===== config.mk =====
export PLATFORM = sky130hd
export DESIGN_NAME = pipelined_bitwise_shift_right
export DESIGN_NICKNAME = d
export VERILOG_FILES = /design/src/rtl/pipelined_bitwise_shift_right.sv
export SDC_FILE = /design/constraint.sdc
export NUM_CORES = 1
export LEC_CHECK = 0
export ABC_AREA = 1
export CORE_UTILIZATION = 49
export CTS_BUF_LIST = sky130_fd_sc_hd__clkbuf_8
export CTS_CLUSTER_SIZE = 25
export DETAILED_ROUTE_END_ITERATION = 7
export PLACE_DENSITY = 0.81
export SYNTH_ARGS = -nofsm -noshare
export SYNTH_HDL_FRONTEND = slang
export SYNTH_SLANG_ARGS = --single-unit

===== constraint.sdc =====
create_clock -name clk -period 1 [get_ports clk]
set_input_delay 0.2 -clock clk [delete_from_list [all_inputs] [get_ports clk]]
set_output_delay 0.2 -clock clk [all_outputs]
set_load 0.03 [all_outputs]

===== src/rtl/pipelined_bitwise_shift_right.sv =====
// Valid/ready right shifter with one register stage per shift-amount bit.
// Stage k conditionally shifts by 2**k with a zero or sign fill captured at stage 0.
module pipelined_bitwise_shift_right #(
    parameter int N = 8,
    parameter int O = $clog2(N)
) (
    input  logic         clk,
    input  logic         rst,
    input  logic         in_valid,
    output logic         in_ready,
    input  logic [N-1:0] in_a,
    input  logic [O-1:0] in_b,
    input  logic         in_arith,
    output logic         out_valid,
    input  logic         out_ready,
    output logic [N-1:0] out_c
);

    logic [O-1:0] en;
    logic [O-1:0] vAll;
    logic         enChain;

    // A stage may load when it is empty or the stage after it is moving, so bubbles collapse.
    always_comb begin
        enChain = out_ready;
        en      = '0;
        for (int k = O - 1; k >= 0; k--) begin
            enChain = ~vAll[k] | enChain;
            en[k]   = enChain;
        end
    end

    for (genvar k = 0; k < O; k++) begin : stg
        localparam int SH = 1 << k;

        logic           srcV;
        logic           srcFill;
        logic [N-1:0]   srcData;
        logic [O-k-1:0] srcAmt;
        logic [N-1:0]   dataD;
        logic           validQ;
        logic [N-1:0]   dataQ;

        if (k == 0) begin : head
            assign srcV    = in_valid & en[0];
            assign srcData = in_a;
            assign srcAmt  = in_b;
            assign srcFill = in_arith & in_a[N-1];
        end else begin : body
            assign srcV    = stg[k-1].validQ;
            assign srcData = stg[k-1].dataQ;
            assign srcAmt  = stg[k-1].carry.amtQ;
            assign srcFill = stg[k-1].carry.fillQ;
        end

        // Bit 0 of the remaining amount always belongs to this stage; the rest moves on.
        assign dataD = srcAmt[0] ? {{SH{srcFill}}, srcData[N-1:SH]} : srcData;

        always_ff @(posedge clk) begin
            if (rst) begin
                validQ <= 1'b0;
                dataQ  <= '0;
            end else if (en[k]) begin
                validQ <= srcV;
                dataQ  <= dataD;
            end
        end

        if (k < O - 1) begin : carry
            logic [O-k-2:0] amtQ;
            logic           fillQ;

            always_ff @(posedge clk) begin
                if (rst) begin
                    amtQ  <= '0;
                    fillQ <= 1'b0;
                end else if (en[k]) begin
                    amtQ  <= srcAmt[O-k-1:1];
                    fillQ <= srcFill;
                end
            end
        end

        assign vAll[k] = validQ;
    end

    assign in_ready  = en[0];
    assign out_valid = vAll[O-1];
    assign out_c     = stg[O-1].dataQ;

endmodule


==> flow_metrics.env <==
export IMPL_maxCapViolations=0
export IMPL_die_w_um=57.9
export IMPL_hold_buffers=0
export IMPL_grt_max_degree=18
export IMPL_dieArea_um2=3350
export IMPL_placed_area_um2=1860
export IMPL_switchingPower_mw=0.696
export IMPL_cts_sinks=32
export IMPL_cp_depth=2
export IMPL_max_freq_mhz=888
export IMPL_postRouteAntennaNets=0
export IMPL_hold_class="reg2reg"
export IMPL_port_buffers=25
export IMPL_layout_common_cells="66 x nand2_1, 52 x nor2_1, 38 x inv_1"
export IMPL_final_common_cell="nand2_1"
export IMPL_syn_nets=260
export IMPL_p_leak_nw=1.07
export IMPL_power_density_nw_per_um2=1330
export IMPL_peakVddDrop_mv=0.948
export IMPL_antennaDiodeCount=0
export IMPL_setup_slack_ns=-0.126
export IMPL_initial_core_util=0.536
export IMPL_syn_to_final_growth_pct=36.4
export IMPL_cts_buffers=5
export IMPL_clk_latency_ns=0.28
export IMPL_io_pins=26
export IMPL_fin_crit_sh=1.13
export IMPL_final_area_um2=2090
export IMPL_r2r_cells=5
export IMPL_clk_root_buffer_cell="clkbuf_8"
export IMPL_cp_endpoint="in_ready"
export IMPL_antenna_found_initial=0
export IMPL_path_clk_slew_ns=0.06
export IMPL_setup_violations_final=29
export IMPL_tns_ns=-1.25
export IMPL_reg2reg_to="stg[0].dataQ[4]"
export IMPL_maxSlewViolCount=0
export IMPL_setup_worst_path_end_class="output port"
export IMPL_yosysUniqueCellTypes=17
export IMPL_rsz0062_at_grt="true"
export IMPL_path_cells="nand4_4, buf_6"
export IMPL_power_share_sequential=0.501
export IMPL_critical_path_class="reg2out"
export IMPL_gp_congestion=0.767
export IMPL_finalNetCount=299
export IMPL_first_iter_violations=55
export IMPL_routed_wl_um=2770
export IMPL_vias_per_cell=4.51
export IMPL_cpPeakStageDelay_ns=0.35
export IMPL_via_count=1421
export IMPL_cts_tree="built"
export IMPL_slew_headroom=0.782
export IMPL_rows=19
export IMPL_r2r_start="stg[1].validQ"
export IMPL_hold_violations=0
export IMPL_grt_pass1_vias=1201
export IMPL_path_max_fanout=2
export IMPL_htree_levels=2
export IMPL_worstSetupStartpointType="flop"
export IMPL_placed_cells=300
export IMPL_cp_num_buf_inv=1
export IMPL_seq_area_frac_synth=0.419
export IMPL_violations="design-rule violations, negative setup slack"
export IMPL_finalNonFillerCells=315
export IMPL_swShare=0.250
export IMPL_dr_pass1_iters=7
export IMPL_worstPathRequired_ns=0.80
export IMPL_startpoint="stg[1].validQ"
export IMPL_ys_warn_count=0
export IMPL_track_usage=0.189
export IMPL_skew_ns=0.00483
export IMPL_internal_power_mw=2.08
export IMPL_crit_family="flip-flops"
export IMPL_comb_power_share=0.149
export IMPL_syn_area_per_cell_um2=6.27
export IMPL_syn_inst=244
export IMPL_arrival_ns=0.93
export IMPL_drcViolationCount=1
export IMPL_run_status="finished with violations"
export IMPL_fp_dieH_um=57.9
export IMPL_routedWlPerCell_um=8.79
export IMPL_fin_crit_ns=1.13
export IMPL_clkPwrFrac=0.350
export IMPL_ys_seq_elements=32
export IMPL_grt_overflow=0
export IMPL_hpwlAfterDp_um=1850
export IMPL_coreArea_um2=2850
export IMPL_tightest_slew_ns=0.326
export IMPL_syn_area_um2=1530
export IMPL_grt_pass1_wl_um=4820
export IMPL_crit_path_top_delay_cell="dfxtp_2"
export IMPL_clk_path_buf_depth=2
export IMPL_r2r_slack_ns=-0.08
export IMPL_nFillCells=235
export IMPL_layout_drive_gt1_share=0.201
==> registers in the layout, summed over array words and instances (netlist names) <==
register and flops:
stg.dataQ 16, out_c 8, stg.carry.amtQ 3, stg.carry.fillQ 2, stg.validQ 2, out_valid 1
==> how the worst min path moves through the flow <==
stage / start / to / depth (start not counted)
3_3_place_gp: stg[1].dataQ[4] / out_c[4] / 2
2_1_floorplan: rst / out_valid / 1
4_1_cts: in_valid / stg[0].validQ / 3
3_5_place_dp: stg[1].dataQ[6] / out_c[6] / 2
6_report: stg[1].dataQ[6] / out_c[6] / 2
5_1_grt: stg[1].dataQ[6] / out_c[6] / 2
==> power groups by stage <==
stage / clock network (mW) / logic, mW / registers (mW)
after floorplan: 0 / 0.198 / 1.44
after global placement: 0 / 0.374 / 1.41
after detailed placement: 0 / 0.378 / 1.41
after CTS: 0.997 / 0.395 / 1.39
after global routing: 1.04 / 0.470 / 1.40
final: 0.974 / 0.414 / 1.39
==> synthesized netlist by cell type, drive strengths merged <==
library cell | n | share of area
clkbuf | 1 | 0.0025
clkinv | 1 | 0.0025
inv | 41 | 0.10
buf | 9 | 0.037
nand2 | 68 | 0.17
o21a | 1 | 0.0049
nand4 | 1 | 0.0082
nor2 | 59 | 0.16
o21ai | 21 | 0.069
dfxtp | 32 | 0.42
a21oi | 10 | 0.033
==> area by class of cell <==
| class | count | area [um2] | share of cell area |
|---|---|---|---|
| Clock buffer | 6 | 82.6 | 0.0396 |
| Clock inverter | 2 | 7.51 | 0.00360 |
| Inverter | 42 | 160 | 0.0768 |
| Multi-Input combinational cell | 162 | 741 | 0.355 |
| Sequential cell | 32 | 652 | 0.313 |
| Tap cell | 31 | 38.8 | 0.0186 |
| Timing Repair Buffer | 40 | 404 | 0.194 |
==> layer usage <==
layer,vias to the layer above,part of all wire,GRT usage
met5,-,0,0
li1,804,-,-
met1,580,0.45,0.224
met4,0,0.017,0.0816
met3,6,0.051,0.0759
met2,31,0.48,0.302
==> through the flow <==
step	utilization	hold WS (ns)	worst slack (ns)	total power [mW]
final	0.731	0.451	-0.126	2.78
after floorplan	-	0.259	-0.00429	1.64
after CTS	0.704	0.446	-0.124	2.78
after detailed placement	0.653	0.456	-0.374	1.79
after global routing	0.731	0.476	-0.154	2.91
after global placement	0.653	0.457	-0.335	1.79
==> worst reg2reg max path: stages, from the launching register on <==
cell	delay [ns]
dfxtp_2	0.35
nand4_4	0.13
buf_4	0.18
buf_4	0.17
nor2_1	0.10
nor2_1	0.05
==> cells by family (layout without fill, tap and decap cells) <==
| logic type | after synthesis | after routing | share of synthesized area |
|---|---|---|---|
| flops | 32 | 32 | 0.419 |
| buf+inv | 52 | 90 | 0.142 |
| compound gates | 32 | 32 | 0.106 |
| simple gates | 128 | 130 | 0.332 |
==> timing repair <==
item | CTS | global route
endpoints found under the setup margin | 24 | 37
cloned | 0 | 2
endpoints found under the hold margin | 0 | 0
gates resized for setup | 12 | 19
setup buffers | 5 | 0
pin swaps | 3 | 2
Power figures use the tool's default switching activity.
